## config.mk

```make
export PLATFORM = sky130hd
export DESIGN_NAME = pipe_stage_reg
export DESIGN_NICKNAME = d
export VERILOG_FILES = /design/src/rtl/pipe_stage_reg.sv
export SDC_FILE = /design/constraint.sdc
export NUM_CORES = 1
export LEC_CHECK = 0
export BUFFER_PORTS_ARGS = -buffer_cell sky130_fd_sc_hd__clkbuf_2
export CAP_MARGIN = 20
export CORE_MARGIN = 1.5
export CORE_UTILIZATION = 52
export DETAILED_ROUTE_END_ITERATION = 16
export PLACE_DENSITY = 0.91
export SYNTH_ARGS = -nofsm -noshare
export SYNTH_HDL_FRONTEND = slang
export SYNTH_SLANG_ARGS = --single-unit
```

## constraint.sdc

```tcl
create_clock -name i_clk -period 3.5 [get_ports i_clk]
set_input_delay 0.175 -clock i_clk [delete_from_list [all_inputs] [get_ports i_clk]]
set_output_delay 0.175 -clock i_clk [all_outputs]
set_load 0.02 [all_outputs]
```

## src/rtl/pipe_stage_reg.sv

```systemverilog
// rtl/pipe_stage_reg.sv - generic pipeline boundary register with valid/ready, flush, stall and perf counters.
// Define PIPE_SKID_EN for the two-entry skid build with a registered upstream ready.
module pipe_stage_reg #(
  parameter int DATA_W       = 32,
  parameter bit CLR_ON_FLUSH = 1'b1,
  parameter int CNT_W        = 16
) (
  input  logic              i_clk,
  input  logic              i_rst,
  input  logic              i_valid,
  output logic              o_ready,
  input  logic [DATA_W-1:0] i_data,
  output logic              o_valid,
  input  logic              i_ready,
  output logic [DATA_W-1:0] o_data,
  input  logic              i_stall,
  input  logic              i_flush,
  output logic [CNT_W-1:0]  o_stall_cnt,
  output logic [CNT_W-1:0]  o_kill_cnt
);

  localparam logic [CNT_W-1:0] CNT_MAX = '1;

  logic              main_v_q, main_v_d;
  logic [DATA_W-1:0] main_q, main_d;
  logic              any_valid;
  logic              up_xfer, dn_xfer;
  logic [CNT_W-1:0]  stall_cnt_q, stall_cnt_d;
  logic [CNT_W-1:0]  kill_cnt_q, kill_cnt_d;

  assign o_valid = main_v_q && !i_stall;
  assign o_data  = main_q;
  assign up_xfer = i_valid && o_ready;
  assign dn_xfer = o_valid && i_ready;

`ifdef PIPE_SKID_EN
  logic              skid_v_q, skid_v_d;
  logic [DATA_W-1:0] skid_q, skid_d;
  logic              rdy_q, rdy_d;

  // Upstream ready comes from a flop so i_ready never reaches o_ready.
  assign o_ready   = rdy_q && !i_stall;
  assign any_valid = main_v_q || skid_v_q;
  assign rdy_d     = !skid_v_d;

  always_comb begin
    main_v_d = main_v_q;
    main_d   = main_q;
    skid_v_d = skid_v_q;
    skid_d   = skid_q;
    if (i_flush) begin
      main_v_d = 1'b0;
      skid_v_d = 1'b0;
      if (CLR_ON_FLUSH) begin
        main_d = '0;
        skid_d = '0;
      end
    end else if (!i_stall) begin
      if (dn_xfer) begin
        if (skid_v_q) begin
          main_d   = skid_q;
          skid_v_d = 1'b0;
        end else if (up_xfer) begin
          main_d = i_data;
        end else begin
          main_v_d = 1'b0;
        end
      end else if (up_xfer) begin
        if (!main_v_q) begin
          main_v_d = 1'b1;
          main_d   = i_data;
        end else begin
          skid_v_d = 1'b1;
          skid_d   = i_data;
        end
      end
    end
  end

  always_ff @(posedge i_clk) begin
    if (i_rst) begin
      skid_v_q <= 1'b0;
      skid_q   <= '0;
      rdy_q    <= 1'b1;
    end else begin
      skid_v_q <= skid_v_d;
      skid_q   <= skid_d;
      rdy_q    <= rdy_d;
    end
  end
`else
  assign o_ready   = !i_stall && (!main_v_q || i_ready);
  assign any_valid = main_v_q;

  always_comb begin
    main_v_d = main_v_q;
    main_d   = main_q;
    if (i_flush) begin
      main_v_d = 1'b0;
      if (CLR_ON_FLUSH) main_d = '0;
    end else if (!i_stall) begin
      if (up_xfer) begin
        main_v_d = 1'b1;
        main_d   = i_data;
      end else if (dn_xfer) begin
        main_v_d = 1'b0;
      end
    end
  end
`endif

  always_comb begin
    stall_cnt_d = stall_cnt_q;
    kill_cnt_d  = kill_cnt_q;
    if (i_stall && stall_cnt_q != CNT_MAX) stall_cnt_d = stall_cnt_q + 1'b1;
    if (i_flush && any_valid && kill_cnt_q != CNT_MAX) kill_cnt_d = kill_cnt_q + 1'b1;
  end

  always_ff @(posedge i_clk) begin
    if (i_rst) begin
      main_v_q    <= 1'b0;
      main_q      <= '0;
      stall_cnt_q <= '0;
      kill_cnt_q  <= '0;
    end else begin
      main_v_q    <= main_v_d;
      main_q      <= main_d;
      stall_cnt_q <= stall_cnt_d;
      kill_cnt_q  <= kill_cnt_d;
    end
  end

  assign o_stall_cnt = stall_cnt_q;
  assign o_kill_cnt  = kill_cnt_q;

endmodule

```

* After elaboration in Yosys (flattened, before gate mapping)
Index checks and enable logic that the tools add are counted.
** Storage, ports and cells
- Register bits after elaboration :: 65
- Input bits :: 38
- Output and inout port bits :: 66
- Word-level logic and storage cells :: 25
** Operators by class
- Add/sub/neg operators :: 2
- Equality and inequality tests :: 2
- Muxes and demuxes :: 2
- Bitwise gates (word level) :: 1
- Reductions and logical operators :: 14
** Operators with widths (number)
- 16-bit by 1-bit adder with 16-bit output, second input constant :: 2
- 16-bit inequality test, second input constant :: 2
- 1-bit logical AND :: 7
- 2-bit AND reduction :: 2
- 1-bit logical NOT :: 2
- 1-bit two-way mux :: 2
- 2-bit nonzero test :: 1
- 2-bit OR reduction :: 1
- 1-bit logical OR :: 1
- 1-bit NOT :: 1

* Logic depth before layout (Yosys ltp)
- Word-level depth :: 6
- Mapped depth :: 6
- Gate-level depth less buffers :: 5

* Worst setup path before layout
No wires, ideal clock.
- Path type :: flip-flop to flip-flop
- From :: reg stall_cnt_q[0], in the netlist o_stall_cnt[0]
- To :: reg stall_cnt_q[10], in the netlist o_stall_cnt[10]
- Setup time :: 0.070 ns
- Data arrival time :: 1.993 ns
- Data required time :: 3.430 ns
- Slack :: 1.436 ns
- Cell stages (with the launch flop) :: 6
- Path buffers :: 0
- Period minus slack after synthesis :: 2.064 ns
- Cell sequence :: dfxtp_1 > ha_1 > nand4_1 > or3_4 > or4_1 > a21oi_1
** Between the ends
- Longest elaborated chain between the ends :: 2
- Elaborated cells on any way between the ends :: 3
- Those cells by class :: add/sub: 1; eq/ne: 1; reduce/logical: 1
** Ends and longest elaborated chain
- from (decl) :: line 28 : logic [CNT_W-1:0] stall_cnt_q, stall_cnt_d;
- from (signal assigned) :: line 128 : stall_cnt_q <= stall_cnt_d;
- branches (longest 2 deep; another with 16-bit by 1-bit adder with 16-bit output)
Parallel ways; which one is timed is not known.
A chain may end at the register's enable or synchronous reset.

* Worst setup path in the final report
Same ends and word-level chain as after synthesis.

==> results.sh <==
export IMPL_cp_required_ns=3.77
export IMPL_port_buffers=103
export IMPL_hold_class="in2reg"
export IMPL_hpwl_um=4940
export IMPL_crit_path_max_incr_delay_ns=0.51
export IMPL_insertion_delay_ns=0.35
export IMPL_cp_start_kind="register"
export IMPL_yosysTopAreaCell="dfxtp_1"
export IMPL_final_max_slew_violation_count=0
export IMPL_fin_skew_ns=0.00644
export IMPL_drt_total_wl_um=6950
export IMPL_cp_depth=5
export IMPL_holdBufCountCts=0
export IMPL_start_util_pct=54.0
export IMPL_layout_nets=481
export IMPL_end_kind="register"
export IMPL_clk_pin_slew_ns=0.08
export IMPL_worst_slew_pin_slew_ns=0.885
export IMPL_rows=26
export IMPL_synth_seq_cells=65
export IMPL_path_class="reg2reg"
export IMPL_grt_pass1_wl_um=11800
export IMPL_nFillCells=431
export IMPL_grt_usage_pct=25.0
export IMPL_die_w_um=76.1
export IMPL_leakagePower_uw=0.00143
export IMPL_mostFrequentLayoutCell="clkbuf_2"
export IMPL_ios=104
export IMPL_grt_max_degree=36
export IMPL_ys_types=39
export IMPL_overflow=0
export IMPL_synth_top_area_share_pct=46.9
export IMPL_layout_drive_gt1_share_pct=30.7
export IMPL_numCtsBuffers=9
export IMPL_synthTopCellsByArea="dfxtp_1 47%, a21oi_1 10%, nand2_1 10%"
export IMPL_yosys_warnings=0
export IMPL_area_growth_pct=28.9
export IMPL_instances_no_fill=516
export IMPL_dieArea_sq_mm=0.00578
export IMPL_synthesis_area_sq_mm=0.00278
export IMPL_ys_seq_area_share_pct=46.9
export IMPL_post_cts_resized=0
export IMPL_synth_cells=341
export IMPL_status="finished, final reports clean"
export IMPL_ir_drop_uv=422
export IMPL_crit_start="o_stall_cnt[0]$_SDFFE_PP0P_"
export IMPL_path_max_fanout=5
export IMPL_cp_slowest_cell="or4_1"
export IMPL_drtPass1Iterations=4
export IMPL_r2r_cells=5
export IMPL_crit_family="simple AND/OR/NAND/NOR gates"
export IMPL_cts_buffer_depth=2
export IMPL_r2r_end="o_stall_cnt[10]$_SDFFE_PP0P_"
export IMPL_htree_levels=3
export IMPL_hold_viol_final=0
export IMPL_antenna_found_initial=0
export IMPL_antenna_cells=0
export IMPL_finalCritPeriodShare_pct=61.0
export IMPL_cts_sinks=65
export IMPL_synthesis_area_per_instance_sq_um=8.14
export IMPL_rsz0062_at_grt="false"
export IMPL_clock_fmax_mhz=468
export IMPL_maxCapViolations=0
export IMPL_viasPerCell=5.61
export IMPL_power_density_mw_per_mm2=456
export IMPL_cts_tree="built"
export IMPL_routedWlPerCell_um=13.5
export IMPL_tns_ns=0
export IMPL_ant_nets=0
export IMPL_drt_iter0_markers=161
export IMPL_grt_pass1_vias=2699
export IMPL_rrSetupSlack_ns=1.37
export IMPL_die_h_um=76.1
export IMPL_num_vias=2897
export IMPL_crit_chain="ha_1, nand4_1, or3_4, or4_1, a21oi_1"
export IMPL_crit_buf_inv=0
export IMPL_gp_congestion=0.846
export IMPL_layout_common_cells="103 x clkbuf_2, 74 x nand2_1, 65 x dfxtp_1"
export IMPL_drc=0
export IMPL_timing_slew_headroom_pct=41.0
export IMPL_post_cts_buffers=0
export IMPL_critPathCapture="o_stall_cnt[10]$_SDFFE_PP0P_"
export IMPL_arrival_ns=2.40
export IMPL_timing_rr_start="o_stall_cnt[0]$_SDFFE_PP0P_"
export IMPL_dp_cells=500
export IMPL_setup_viol=0
export IMPL_synth_fp_nets=381
export IMPL_clockRootBuffer="clkbuf_8"
export IMPL_core_area_sq_mm=0.00514
export IMPL_min_period_ns=2.13
==> flip-flops by register name (all words and copies together), names as in the netlist <==
signal,flops
o_stall_cnt,16
o_kill_cnt,16
o_data,32
any_valid,1
==> report_power, final <==
part | leakage (uW) | total [uW] | internal [uW] | switching (uW)
logic | 0.000785 | 95.3 | 34.8 | 60.5
registers | 0.000525 | 758 | 750 | 8.02
clock network | 0.000115 | 778 | 473 | 305
==> cells by family (layout without fill, tap and decap cells) <==
group           count (synthesis)  after routing  synth area share (%)
compound gates                 90             90                  18.4
fa+ha+maj                       2              2                 0.902
buf+inv                        25            130                  3.56
mux                             3              3                  1.17
flops                          65             65                  46.9
simple gates                  156            156                  29.1
==> layer usage <==
layer  GRT usage [%]  share of wire [%]  up-vias
met5               0                  0        -
met4            13.7                2.1        0
met1            28.1                 41     1345
met3            8.26                8.1       14
met2            41.8                 49      112
li1                -                  -     1426
==> synth_stat cells <==
cell type	count
or3_1	12
nand4_4	1
mux2i_1	1
o31ai_1	8
nand2_1	74
buf_4	1
nand4_1	11
nor4_1	4
nand3_1	13
nor3_1	7
clkbuf_1	16
and4_1	1
o31a_2	1
buf_2	1
and3_1	2
nor2b_1	2
o21a_1	2
inv_1	7
mux2_2	2
a31oi_1	3
nand4_2	1
a21oi_1	56
a211oi_1	2
nor2_1	9
o211ai_1	1
o21ai_0	13
nand3b_1	1
o211a_1	2
or3b_2	1
or4_1	9
nor4_2	2
a311oi_1	1
ha_1	2
dfxtp_1	65
or4_4	1
o21ba_2	1
or2_2	3
or3_4	1
and3b_1	1
==> worst min-delay path by stage <==
stage | from | end | slack [ns] | depth (start not counted)
2_1_floorplan | i_data[0] | o_data[0]$_SDFFE_PP0P_ | 0.31 | 2
3_3_place_gp | i_data[1] | o_data[1]$_SDFFE_PP0P_ | 0.40 | 3
3_5_place_dp | i_data[16] | o_data[16]$_SDFFE_PP0P_ | 0.40 | 3
4_1_cts | i_data[7] | o_data[7]$_SDFFE_PP0P_ | 0.03 | 3
5_1_grt | i_data[30] | o_data[30]$_SDFFE_PP0P_ | 0.03 | 3
6_report | i_data[7] | o_data[7]$_SDFFE_PP0P_ | 0.04 | 3
==> metrics by stage <==
stage	cell area, sq um	total power [uW]	util (%)	worst slack, ns	hold WS, ns
after floorplan	2780	829	-	1.44	0.311
after global placement	3340	867	64.9	1.49	0.396
after detailed placement	3340	870	64.9	1.39	0.404
after CTS	3580	1640	69.6	1.37	0.0320
after global routing	3580	1680	69.6	1.18	0.0341
final	3580	1630	69.6	1.37	0.0395
==> layout make-up <==
cell class	count	area, sq um	share of cell area [%]
clock inverter	7	119	3.32
inverter	7	26.3	0.734
timing repair buffer	107	546	15.2
tap	70	87.6	2.45
sequential	65	1300	36.4
multi-input combinational	251	1380	38.4
clock buffer	9	124	3.46
==> worst min-delay path, stage by stage <==
cell	delay [ns]
clkbuf_2	0.08
nand2_1	0.04
a21oi_1	0.05
Note: power is estimated with default switching activity, not from simulation.
